[src/rtl/osc_spi_pkg.sv]
// osc_spi_pkg: opcodes, frame length and responder state encoding shared with the command processor
package osc_spi_pkg;

    localparam logic [1:0] EEP_OP_RD     = 2'b00;
    localparam logic [1:0] EEP_OP_WR     = 2'b01;
    localparam int         EEP_FRAME_LEN = 16;

    typedef enum logic [1:0] {IDLE, CMD, DATA, DONE} state_t;

endpackage

[src/rtl/spi_sync_edge.sv]
// spi_sync_edge: 2-flop synchronizer for an async pin plus rise/fall detect on the synced level
module spi_sync_edge #(
    parameter logic RST_VAL = 1'b0
) (
    input  logic clk,
    input  logic rst_n,
    input  logic d,
    output logic q,
    output logic rise,
    output logic fall
);

    logic s1, s2, s3;

    // two sync stages plus one delayed copy for edge detection
    always_ff @(posedge clk or negedge rst_n) begin
        if (!rst_n) begin
            s1 <= RST_VAL;
            s2 <= RST_VAL;
            s3 <= RST_VAL;
        end else begin
            s1 <= d;
            s2 <= s1;
            s3 <= s2;
        end
    end

    assign q    = s2;
    assign rise = s2 & ~s3;
    assign fall = ~s2 & s3;

endmodule

[src/rtl/cal_eep_spi_resp.sv]
// cal_eep_spi_resp: SPI mode-3 responder holding the 64x8 calibration store
module cal_eep_spi_resp
    import osc_spi_pkg::*;
#(
    parameter int                ADDR_W  = 6,
    parameter int                DATA_W  = 8,
    parameter logic [DATA_W-1:0] MEM_RST = '0
) (
    input  logic clk,
    input  logic rst_n,
    input  logic SS_n,
    input  logic SCLK,
    input  logic MOSI,
    output logic MISO,
    output logic MISO_en,
    output logic wrt_done,
    output logic rd_done,
    output logic frm_err
);

    localparam int         DEPTH   = 2**ADDR_W;
    localparam int         CMD_W   = 2 + ADDR_W;
    localparam int         FRM_W   = CMD_W + DATA_W;
    localparam logic [4:0] CMD_LEN = 5'(CMD_W);
    localparam logic [4:0] FRM_LEN = 5'(FRM_W);

    logic              ss_s, ss_rise, ss_fall;
    logic              sclk_rise, sclk_fall, sclk_unused;
    logic              mosi_s, mosi_rise_unused, mosi_fall_unused;
    state_t            state, nxt_state;
    logic [4:0]        bit_cnt, nxt_cnt;
    logic [FRM_W-1:0]  rx, nxt_rx, sh_rx;
    logic [DATA_W-1:0] tx, nxt_tx;
    logic              wr_en, rd_p, err_p;
    logic [1:0]        cl_op;
    logic [ADDR_W-1:0] cl_addr;
    logic [DATA_W-1:0] mem [DEPTH];

    // SS_n and SCLK idle high, so their syncs reset high to avoid a false edge after reset
    spi_sync_edge #(.RST_VAL(1'b1)) u_ss (
        .clk(clk), .rst_n(rst_n), .d(SS_n), .q(ss_s), .rise(ss_rise), .fall(ss_fall)
    );
    spi_sync_edge #(.RST_VAL(1'b1)) u_sclk (
        .clk(clk), .rst_n(rst_n), .d(SCLK), .q(sclk_unused), .rise(sclk_rise), .fall(sclk_fall)
    );
    spi_sync_edge #(.RST_VAL(1'b0)) u_mosi (
        .clk(clk), .rst_n(rst_n), .d(MOSI), .q(mosi_s),
        .rise(mosi_rise_unused), .fall(mosi_fall_unused)
    );

    assign sh_rx   = {rx[FRM_W-2:0], mosi_s};
    assign cl_op   = rx[FRM_W-1 -: 2];
    assign cl_addr = rx[FRM_W-3 -: ADDR_W];
    assign MISO    = (state == DATA) & tx[DATA_W-1];
    assign MISO_en = ~ss_s;

    // next state, shifters and close-of-frame pulses; SS_n edges take priority over SCLK
    always_comb begin
        nxt_state = state;
        nxt_cnt   = bit_cnt;
        nxt_rx    = rx;
        nxt_tx    = tx;
        wr_en     = 1'b0;
        rd_p      = 1'b0;
        err_p     = 1'b0;
        if (ss_rise) begin
            if (state != IDLE) begin
                nxt_state = IDLE;
                wr_en     = (bit_cnt == FRM_LEN) && (cl_op == EEP_OP_WR);
                rd_p      = (bit_cnt == FRM_LEN) && (cl_op == EEP_OP_RD);
                err_p     = (bit_cnt != FRM_LEN);
            end
        end else if (ss_fall) begin
            nxt_state = CMD;
            nxt_cnt   = '0;
            nxt_rx    = '0;
        end else if (sclk_rise) begin
            case (state)
                CMD: begin
                    nxt_rx  = sh_rx;
                    nxt_cnt = bit_cnt + 5'd1;
                    if (bit_cnt == CMD_LEN - 5'd1) begin
                        nxt_state = DATA;
                        nxt_tx    = (sh_rx[CMD_W-1 -: 2] == EEP_OP_RD) ? mem[sh_rx[ADDR_W-1:0]] : '0;
                    end
                end
                DATA: begin
                    nxt_rx    = sh_rx;
                    nxt_cnt   = bit_cnt + 5'd1;
                    nxt_state = (bit_cnt == FRM_LEN - 5'd1) ? DONE : DATA;
                end
                DONE:    nxt_cnt = (bit_cnt == 5'd31) ? bit_cnt : bit_cnt + 5'd1;
                default: ;
            endcase
        end else if (sclk_fall && state == DATA && bit_cnt != CMD_LEN) begin
            nxt_tx = {tx[DATA_W-2:0], 1'b0};
        end
    end

    // frame state registers and single-cycle status pulses
    always_ff @(posedge clk or negedge rst_n) begin
        if (!rst_n) begin
            state    <= IDLE;
            bit_cnt  <= '0;
            rx       <= '0;
            tx       <= '0;
            wrt_done <= 1'b0;
            rd_done  <= 1'b0;
            frm_err  <= 1'b0;
        end else begin
            state    <= nxt_state;
            bit_cnt  <= nxt_cnt;
            rx       <= nxt_rx;
            tx       <= nxt_tx;
            wrt_done <= wr_en;
            rd_done  <= rd_p;
            frm_err  <= err_p;
        end
    end

    // flop-based store so reset clears every location
    always_ff @(posedge clk or negedge rst_n) begin
        if (!rst_n) begin
            for (int i = 0; i < DEPTH; i++) mem[i] <= MEM_RST;
        end else if (wr_en) begin
            mem[cal_addr_fix(cl_addr)] <= rx[DATA_W-1:0];
        end
    end

    function automatic logic [ADDR_W-1:0] cal_addr_fix(input logic [ADDR_W-1:0] a);
        return a;
    endfunction

endmodule

[config.mk]
export PLATFORM = sky130hd
export DESIGN_NAME = cal_eep_spi_resp
export DESIGN_NICKNAME = d
export VERILOG_FILES = /design/src/rtl/osc_spi_pkg.sv /design/src/rtl/spi_sync_edge.sv /design/src/rtl/cal_eep_spi_resp.sv
export SDC_FILE = /design/constraint.sdc
export NUM_CORES = 1
export LEC_CHECK = 0
export BUFFER_PORTS_ARGS = -buffer_cell sky130_fd_sc_hd__buf_2
export CORE_ASPECT_RATIO = 0.8
export CORE_UTILIZATION = 50
export CTS_CLUSTER_DIAMETER = 50
export CTS_CLUSTER_SIZE = 8
export DETAILED_ROUTE_END_ITERATION = 16
export PLACE_DENSITY = 0.66
export SLEW_MARGIN = 20
export SYNTH_ARGS = -nofsm -noshare
export SYNTH_HDL_FRONTEND = slang
export SYNTH_SLANG_ARGS = --single-unit
[constraint.sdc]
create_clock -name clk -period 2.85 [get_ports clk]
set_input_delay 0 -clock clk [delete_from_list [all_inputs] [get_ports clk]]
set_output_delay 0 -clock clk [all_outputs]
set_load 0.02 [all_outputs]
Word level (Yosys, flattened, before mapping)
Cells that the tools add are included.
Storage, ports and cells
  bits in registers: 554
  input port bits: 5
Operators by class
  $add $sub $neg: 1
  magnitude comparators: 3
  equality and inequality tests: 15
  mux-type cells: 31
  bitwise gates (word level): 13
  reduce and logical (&&, ||, !) cells: 19
Operator list (number)
  $bwmux W512: 1
  $mux W8: 8
  $bmux W8 S6: 1
  $demux W8 S6: 1
  $mux W16: 3
  $mux W5: 3
  $ge A7 B7 Y1 const B: 2
  $not A6 Y7: 2
  $eq A5 B5 Y1 const B: 2
  $mux W2: 5
  $pmux W5 S2: 1
  $reduce_and A4 Y1: 2
  $reduce_bool A2 Y1: 4
  $lt A7 B1 Y1 const B: 1
  $mux W1: 7
  $ne A2 B1 Y1 const B: 3
  $not A1 Y1: 6
  $reduce_bool A3 Y1: 2
  $add A5 B1 Y5 const B: 1
  $and A1 B1 Y1: 5
  $eq A5 B3 Y1 const B: 1
  $eq A5 B4 Y1 const B: 1
  $logic_and A1 B1 Y1: 5
  $ne A5 B4 Y1 const B: 1
  other kinds (11): 14

Logic depth before layout (Yosys ltp)
Gate-level depths: netlist of run 1.
  word-level depth: 8
  depth in mapped cells: 9
  gate-level depth less buffers: 8

Hierarchy
From an unflattened synthesis of run 1, not the netlist that was laid out.
Second synthesis, totals
  cells, all modules: 1768
  area total of the unflattened synthesis: 25712.2 µm²
By module, submodules not included
  cal_eep_spi_resp: times used 1, cells an instance 1753, area an instance 25434.4 µm², sequential area each 13663.1 µm²
  spi_sync_edge at u_sclk ...: times used 2, cells an instance 5, area an instance 93.8 µm², sequential area each 78.8 µm²
  spi_sync_edge at u_mosi: times used 1, cells an instance 5, area an instance 90.1 µm², sequential area each 75.1 µm²

Least setup slack after synthesis of run 1
OpenSTA, ideal clock, no wires.
  kind: register to register
  from: register u_ss.s2 (netlist: u_ss.q)
  to: register tx[1]
  library setup time: 87 ps
  arrival time: 2318 ps
  required time: 2763 ps
  setup slack: 445 ps
  cell stages (with the launch flop): 9
  path buffers: 2
  path through: dfstp_2 -> inv_1 -> ha_1 -> or2_2 -> or2_1 -> buf_6 -> or4_4 -> buf_6 -> o211ai_1
Between the ends
  cells in the longest elaborated chain, start to end: 4
Ends and longest elaborated chain
  start, declared: line spi_sync_edge.sv:13  | logic s1, s2, s3;
  start signal, assigned: line spi_sync_edge.sv:19  | s2 <= RST_VAL;
  start signal, assigned: line spi_sync_edge.sv:23  | s2 <= s1;
  $not A1 Y1
  net MISO_en: line cal_eep_spi_resp.sv:15  | output logic MISO_en,
  $and A1 B1 Y1: line spi_sync_edge.sv:30  | assign fall = ~s2 & s3;
  $not A1 Y1 (no line)
  $reduce_and A5 Y1 (no line)
  end signal, assigned: line cal_eep_spi_resp.sv:114  | tx <= nxt_tx;
  end, declared: line cal_eep_spi_resp.sv:33  | logic [DATA_W-1:0] tx, nxt_tx;
The timed path passes the listed nets, and every way through them passes these cells.
A chain may end at the register's enable or synchronous reset.

Final worst setup path of run 1
  from: register u_ss.s2 (netlist: u_ss.q)
  to: register mem[261] (netlist bit)
Between the ends
  cells in the longest elaborated chain, start to end: 2
Ends and longest elaborated chain
  $and A1 B1 Y1: line spi_sync_edge.sv:29  | assign rise = s2 & ~s3;
  $mux W1: line cal_eep_spi_resp.sv:66  | if (ss_rise) begin
  end signal, assigned by index: line cal_eep_spi_resp.sv:126  | mem[cal_addr_fix(cl_addr)] <= rx[DATA_W-1:0];
  end, declared: line cal_eep_spi_resp.sv:37  | logic [DATA_W-1:0] mem [DEPTH];
No other way between the ends.

==> results of run 1 <==
## final cells by class
type                    instances  area, um^2  area share [%]
well taps                     675         845            2.92
flip-flops and latches        554       13900            48.1
multi-input cells             975       11000            37.9
repair buffers                101         958            3.32
inverters                      16        60.1           0.208
clock buffers                  98        2140            7.42
clock inverters                 4        31.3           0.108
## flip-flops by register name, indices dropped and copies added, names as in the netlist
signal	cells
rd_done	1
u_ss.q	1
u_mosi.q	1
u_sclk.s1	1
u_ss.s1	1
u_ss.s3	1
u_sclk.s3	1
state	2
tx	8
bit_cnt	5
wrt_done	1
frm_err	1
mem	512
u_sclk.q	1
rx	16
u_mosi.s1	1
## worst max path at each step
| stage | from | to | slack [ps] | cells after the start |
|---|---|---|---|---|
| after floorplan | u_ss.q | tx[1] | 450 | 8 |
| after global placement | bit_cnt[1] | mem[85] | -290 | 7 |
| after detailed placement | bit_cnt[1] | mem[402] | -390 | 7 |
| after CTS | u_ss.q | mem[401] | 7 | 6 |
| after global routing | state[0] | mem[192] | -60 | 9 |
| final | u_ss.q | mem[261] | -0.2 | 8 |
## kinds of logic (layout without fill, tap and decap cells)
kind of cell	after synthesis	count (layout)	synth area share [%]
AOI/OAI and AO/OA	97	97	2.63
adders and majority gates	10	10	0.493
DFF	554	554	54.7
and+or+nand+nor	197	197	4.28
muxes	671	671	35.7
buffers and inverters	141	219	2.27
## routing by layer
| layer | wire (um) | global-route usage [%] | up-vias |
|---|---|---|---|
| met4 | 1030 | 6.20 | 0 |
| li1 | - | - | 6309 |
| met5 | 0 | 0 | - |
| met1 | 28700 | 36.9 | 7855 |
| met2 | 26900 | 35.4 | 290 |
| met3 | 2580 | 4.59 | 87 |
## placed cells by master (no fill, tap or decap), types with 3 or more instances in the layout
cell and n:
nor2_2 31, inv_6 3, mux2i_1 24, buf_4 71
inv_1 16, dfrtp_4 3, or3b_2 3, a222oi_1 7
buf_12 16, nor2_4 3, clkbuf_16 83, nand3b_1 6
nor2b_1 3, and3_1 4, mux4_2 135, o21ai_0 26
nand3_1 4, mux2_1 7, and3b_1 3, clkbuf_1 14
dlygate4sd3_1 5, nor3b_1 5, mux2_2 505, a22oi_1 34
buf_2 8, o21a_1 8, dfstp_2 6, nand2_1 84
dfrtp_1 539, nor2_1 4, a21oi_1 6, or3_1 3
o211ai_1 7, ha_1 10, nand2b_1 22, dfrtp_2 6
## synth_stat cells (2+ instances only)
cell type,instances,area [um^2]
dfrtp_1,548,13700
mux2_2,505,5690
mux4_2,135,3040
clkbuf_1,99,372
nand2_1,84,315
a22oi_1,34,255
nor2_2,32,200
o21ai_0,26,130
mux2i_1,24,240
nand2b_1,22,138
buf_2,19,95.1
inv_1,16,60.1
ha_1,10,125
o21a_1,8,60.1
a222oi_1,7,70.1
mux2_1,7,78.8
o211ai_1,7,52.6
a21oi_1,6,30.0
dfstp_2,6,158
nand3b_1,6,45.0
nor2_1,6,22.5
nor3b_1,5,37.5
and3_1,4,25.0
buf_1,4,15.0
nand3_1,4,20.0
and3b_1,3,26.3
buf_6,3,33.8
nor2b_1,3,18.8
or3_1,3,18.8
or3b_2,3,26.3
a31oi_1,2,12.5
and2_1,2,12.5
nor3_1,2,10.0
nor4_1,2,12.5
or2_2,2,12.5
## power groups by stage
| stage | Combinational (mW) | Sequential (mW) | Clock [mW] |
|---|---|---|---|
| after floorplan | 1.10 | 8.13 | 0 |
| after detailed placement | 1.74 | 8.32 | 0 |
| after CTS | 1.76 | 8.19 | 8.59 |
| after global placement | 1.72 | 8.31 | 0 |
| final | 1.74 | 8.20 | 8.41 |
| after global routing | 1.89 | 8.20 | 8.93 |
## what timing repair did
action | in CTS | in global routing
gates resized for setup | 2 | 4
hold buffers | 6 | 0
setup endpoints to repair | 128 | 158
buffers inserted | 0 | 0
endpoints found under the hold margin | 551 | 0
## worst register-to-register path, cell delays in order, from the launching register on
cell and delay [ps]:
dfstp_2 540, ha_1 180, nor3b_2 210, buf_4 150, and3_1 330, nand4_2 140, buf_4 240, nor2_2 530
mux2_2 410
==> out/metrics.cfg, run 1 <==
[worst_setup_path]
start_kind=register
cpMostUsedCell=buf_4
worstPathCellList=ha_1 > nor3b_2 > buf_4 > and3_1 > nand4_2 > buf_4 > nor2_2 > mux2_2
r2r_setup_slack_ps=-0.2
critPathBufInv=2
reg2reg_to=mem[261]
critPathTopFamily=simple AND/OR/NAND/NOR gates
max_stage_delay_ps=540
critPathSlowestCell=dfstp_2
worstPathMaxFanout=8
critPathKind=reg2reg
cp.arrival_ps=3330
rr_worst_depth=8
endpoint_kind=register
r2r-start=u_ss.q
required_ps=3330

[route]
wl_per_cell_um=24.4
viasPerCell=6.00
wl_um=59200
vias=14500
drc=0
ant_nets=0
drt-initial-drc-count=1066
first_pass_iters=5

[min_path]
holdCritPathClass=in2reg
whs_endpoint=u_ss.s1
hold_depth=2
hp-start=SS_n

[logic_synthesis]
ys.flop_type=dfrtp_1
synth_edf_count=0
netlist_instances=1670
synth_cell_types=56
netlist_area_um2=25400
async_flop_share_pct=100
yosys_warnings=0
synth_nets=1685
yosysSeqAreaShare_pct=54.7
ys_ff_latch=554
avgSynthCellArea_um2=15.2

[final_layout]
layout-area-overhead-vs-synth_pct=13.8
fin_nets=1742
finalNonFillerCells=2423
final_core_util_pct=57.9
drive_gt1_share_pct=50.7
num_antenna_cells=0
nFillCells=3924
fin_area_um2=28900

[power]
switching_share_pct=25.4
ir_worst_vdd_uv=433
internal-power_mw=13.7
p_clk_share_pct=45.8
switchingPower_mw=4.66
finalPower_mw=18.3
p_leak_nw=13.7
combPwrFrac_pct=9.5
p_seq_share_pct=44.7
cellPowerDensity_nw_per_um2=635

[timing]
min_period_ps=2850
rsz0062_at_grt=yes
drv_slew=0
max-slew-margin-rel_pct=42.9
tns_ps=-0.169
fin_skew_ps=19.9
tightestPinTransition_ps=855
fin_ws_ps=-0.169
hold_violations=0
fin_crit_sh_pct=100
hold_ws_ps=36.3
max_freq_mhz=351
finalSetupViolations=1

[cts]
clock_path_buffers=3
clkSlewWorstSetupHoldPaths_ps=50
h-tree-depth=3
clock_latency_ps=610
cts_tree=built
cts_root_buf=clkbuf_16
numClockSinks=554
tritoncts.num_buffers=79

[floorplan]
initial_core_util_pct=50.9
dieArea_um2=51700
rows=73
die_w_um=254
core_area_um2=49900
pin_count=10
die_h_um=203

[placed_design]
hpwl_um=37500
place_congestion=0.843
dp_cells=2315
io_buffers=9
placed_area_um2=26600
pre_cts_ws_ps=-387

[outcome]
status=finished with violations
violations=negative setup slack

[global_route]
grt_max_degree=100
antenna_found_initial=1
grt_usage_pct=24.1
grt_overflow=0
grt_pass1_vias=15200
grt_pass1_wl_um=93600

[job]
timing.max_cap.violations=0

Power figures use the tool's default switching activity.
==> run 2: changes to the inputs <==
--- a/config.mk
+++ b/config.mk
@@ -11,6 +11,7 @@
 export CTS_CLUSTER_DIAMETER = 50
 export CTS_CLUSTER_SIZE = 8
 export DETAILED_ROUTE_END_ITERATION = 16
+export GPL_TIMING_DRIVEN = 0
 export PLACE_DENSITY = 0.66
 export SLEW_MARGIN = 20
 export SYNTH_ARGS = -nofsm -noshare
==> run 2 against run 1 <==
  * The flow still finishes with violations (negative setup slack)
  * Clock-buffer cell count down 8
  * Sequential share of layout area decreased by 0.79 points
  * Fmax hardly changed
  * Clock power shrank 2.7%
  * Non-clock buffer count rose by 69
  * Setup slack lost 2.1 ps
  * Critical path type unchanged
  * Largest cell class unchanged
  * Largest power group unchanged
==> out/metrics.cfg, run 2 (synthesized netlist as in run 1, its figures left out) <==
[outcome]
status=finished with violations
violations=negative setup slack

[timing]
min_period_ps=2850  ; +2.15 ps
finalSetupViolations=1  ; unchanged
hold_ws_ps=34.9  ; -1.36 ps
tightestPinTransition_ps=1110  ; +251 ps
max-slew-margin-rel_pct=26.2  ; -17 points
fin_ws_ps=-2.32  ; -2.15 ps
max_freq_mhz=351  ; about the same
rsz0062_at_grt=no
hold_violations=0  ; unchanged
tns_ps=-2.32  ; -2.15 ps
fin_crit_sh_pct=100  ; about the same
drv_slew=0  ; unchanged
fin_skew_ps=17.7  ; -2.22 ps

[global_route]
grt_pass1_vias=16100  ; +5.8%
grt_usage_pct=27.9  ; +3.7 points
grt_overflow=0  ; unchanged
grt_pass1_wl_um=105000  ; +12%
antenna_found_initial=1  ; unchanged
grt_max_degree=96  ; -4.0%

[final_layout]
num_antenna_cells=0  ; unchanged
final_common_cell=dfrtp_1
largest_register_ff_count=512  ; unchanged
final_cell_mix=546 x dfrtp_1, 505 x mux2_2, 135 x mux4_2, 94 x clkbuf_1, 81 x clkbuf_16
layout-area-overhead-vs-synth_pct=15.6
drive_gt1_share_pct=48.2  ; -2.5 points
final_core_util_pct=58.8  ; +0.90 points
fin_nets=1811  ; +4.0%
finalNonFillerCells=2481  ; +2.4%
fin_area_um2=29300  ; +1.6%
reg_top3=mem (512), rx (16), tx (8)
top_register=mem

[cts]
clock_path_buffers=3  ; unchanged
cts_tree=built
clock_latency_ps=610  ; about the same
h-tree-depth=3  ; unchanged
cts_root_buf=clkbuf_16
clkSlewWorstSetupHoldPaths_ps=50  ; about the same
tritoncts.num_buffers=79  ; unchanged
numClockSinks=554  ; unchanged

[placed_design]
hpwl_um=46200  ; +23%
placed_area_um2=26400  ; -0.64%
io_buffers=9  ; unchanged
dp_cells=2360  ; +1.9%
pre_cts_ws_ps=-943  ; -556 ps
place_congestion=0.922  ; +9.3%

[route]
first_pass_iters=9  ; +4
wl_um=68500  ; +16%
wl_per_cell_um=27.6  ; +13%
drc=0  ; unchanged
vias=15300  ; +5.4%
drt-initial-drc-count=1577  ; +48%
viasPerCell=6.18  ; +2.9%
ant_nets=0  ; unchanged

[worst_setup_path]
start_kind=register
rr_worst_depth=4  ; -4
endpoint_kind=register
required_ps=3330  ; about the same
r2r-start=rx[12]
worstPathMaxFanout=10  ; +2
r2r_setup_slack_ps=-2  ; about the same
critPathKind=reg2reg
cp.arrival_ps=3330  ; about the same
reg2reg_to=mem[372]

[floorplan]
core_area_um2=49900  ; unchanged
initial_core_util_pct=50.9  ; unchanged
rows=73  ; unchanged
dieArea_um2=51700  ; unchanged
die_w_um=254  ; unchanged
pin_count=10  ; unchanged
die_h_um=203  ; unchanged

[min_path]
hp-start=SS_n
holdCritPathClass=in2reg
whs_endpoint=u_ss.s1
hold_depth=2  ; unchanged

[job]
timing.max_cap.violations=0  ; unchanged

[power]
finalPower_mw=18.5  ; +0.60%
ir_worst_vdd_uv=385  ; -11%
cellPowerDensity_nw_per_um2=629  ; -0.94%
p_leak_nw=13.7  ; +0.36%

-- run 2: power by group --
| group | leakage (nW) | switching (mW) | total [mW] | internal [mW] |
|---|---|---|---|---|
| clock network | 1.01 | 3.19 | 8.18 | 4.99 |
| registers | 7.70 | 0.108 | 8.06 | 7.95 |
| logic | 5.00 | 1.69 | 2.22 | 0.527 |
-- run 2: per-layer routing --
| layer | GRT usage, % | vias up | part of all wire (%) |
|---|---|---|---|
| met2 | 41.0 | 467 | 45 |
| li1 | - | 6419 | - |
| met4 | 7.19 | 0 | 2.3 |
| met5 | 0 | - | 0 |
| met3 | 7.20 | 111 | 7.4 |
| met1 | 41.2 | 8327 | 45 |
-- run 2: timing repair --
action / CTS / global route
hold buffers: 5 / 0
endpoints found under the hold margin: 325 / 0
buffers inserted: 17 / 10
pin swaps: 12 / 10
endpoints found under the setup margin: 521 / 457
resized for setup: 68 / 28
-- run 2: how the worst max path moves through the flow --
stage | from | endpoint | slack (ps) | depth (start not counted)
2_1_floorplan | u_ss.q | tx[1] | 450 | 8
3_3_place_gp | rst_n | mem[364] | -9360 | 1
3_5_place_dp | rx[1] | tx[5] | -940 | 8
4_1_cts | u_ss.q | mem[355] | -190 | 8
5_1_grt | u_mosi.q | tx[7] | 2 | 7
6_report | rx[12] | mem[372] | -2 | 4
-- run 2: critical path, cell delays in order, from the launching register on --
cell      delay [ps]
dfrtp_1          570
clkbuf_1         710
nor3b_1          570
nand2_1          450
mux2_2           400
-- run 2: cell type report --
class	count	area (um^2)
Fill cell	3853	20500
Sequential cell	554	13900
Multi-Input combinational cell	975	11200
Clock buffer	90	2060
Tap cell	675	845
Timing Repair Buffer	47	716
Buffer	123	584
Inverter	16	60.1
Clock inverter	1	7.51
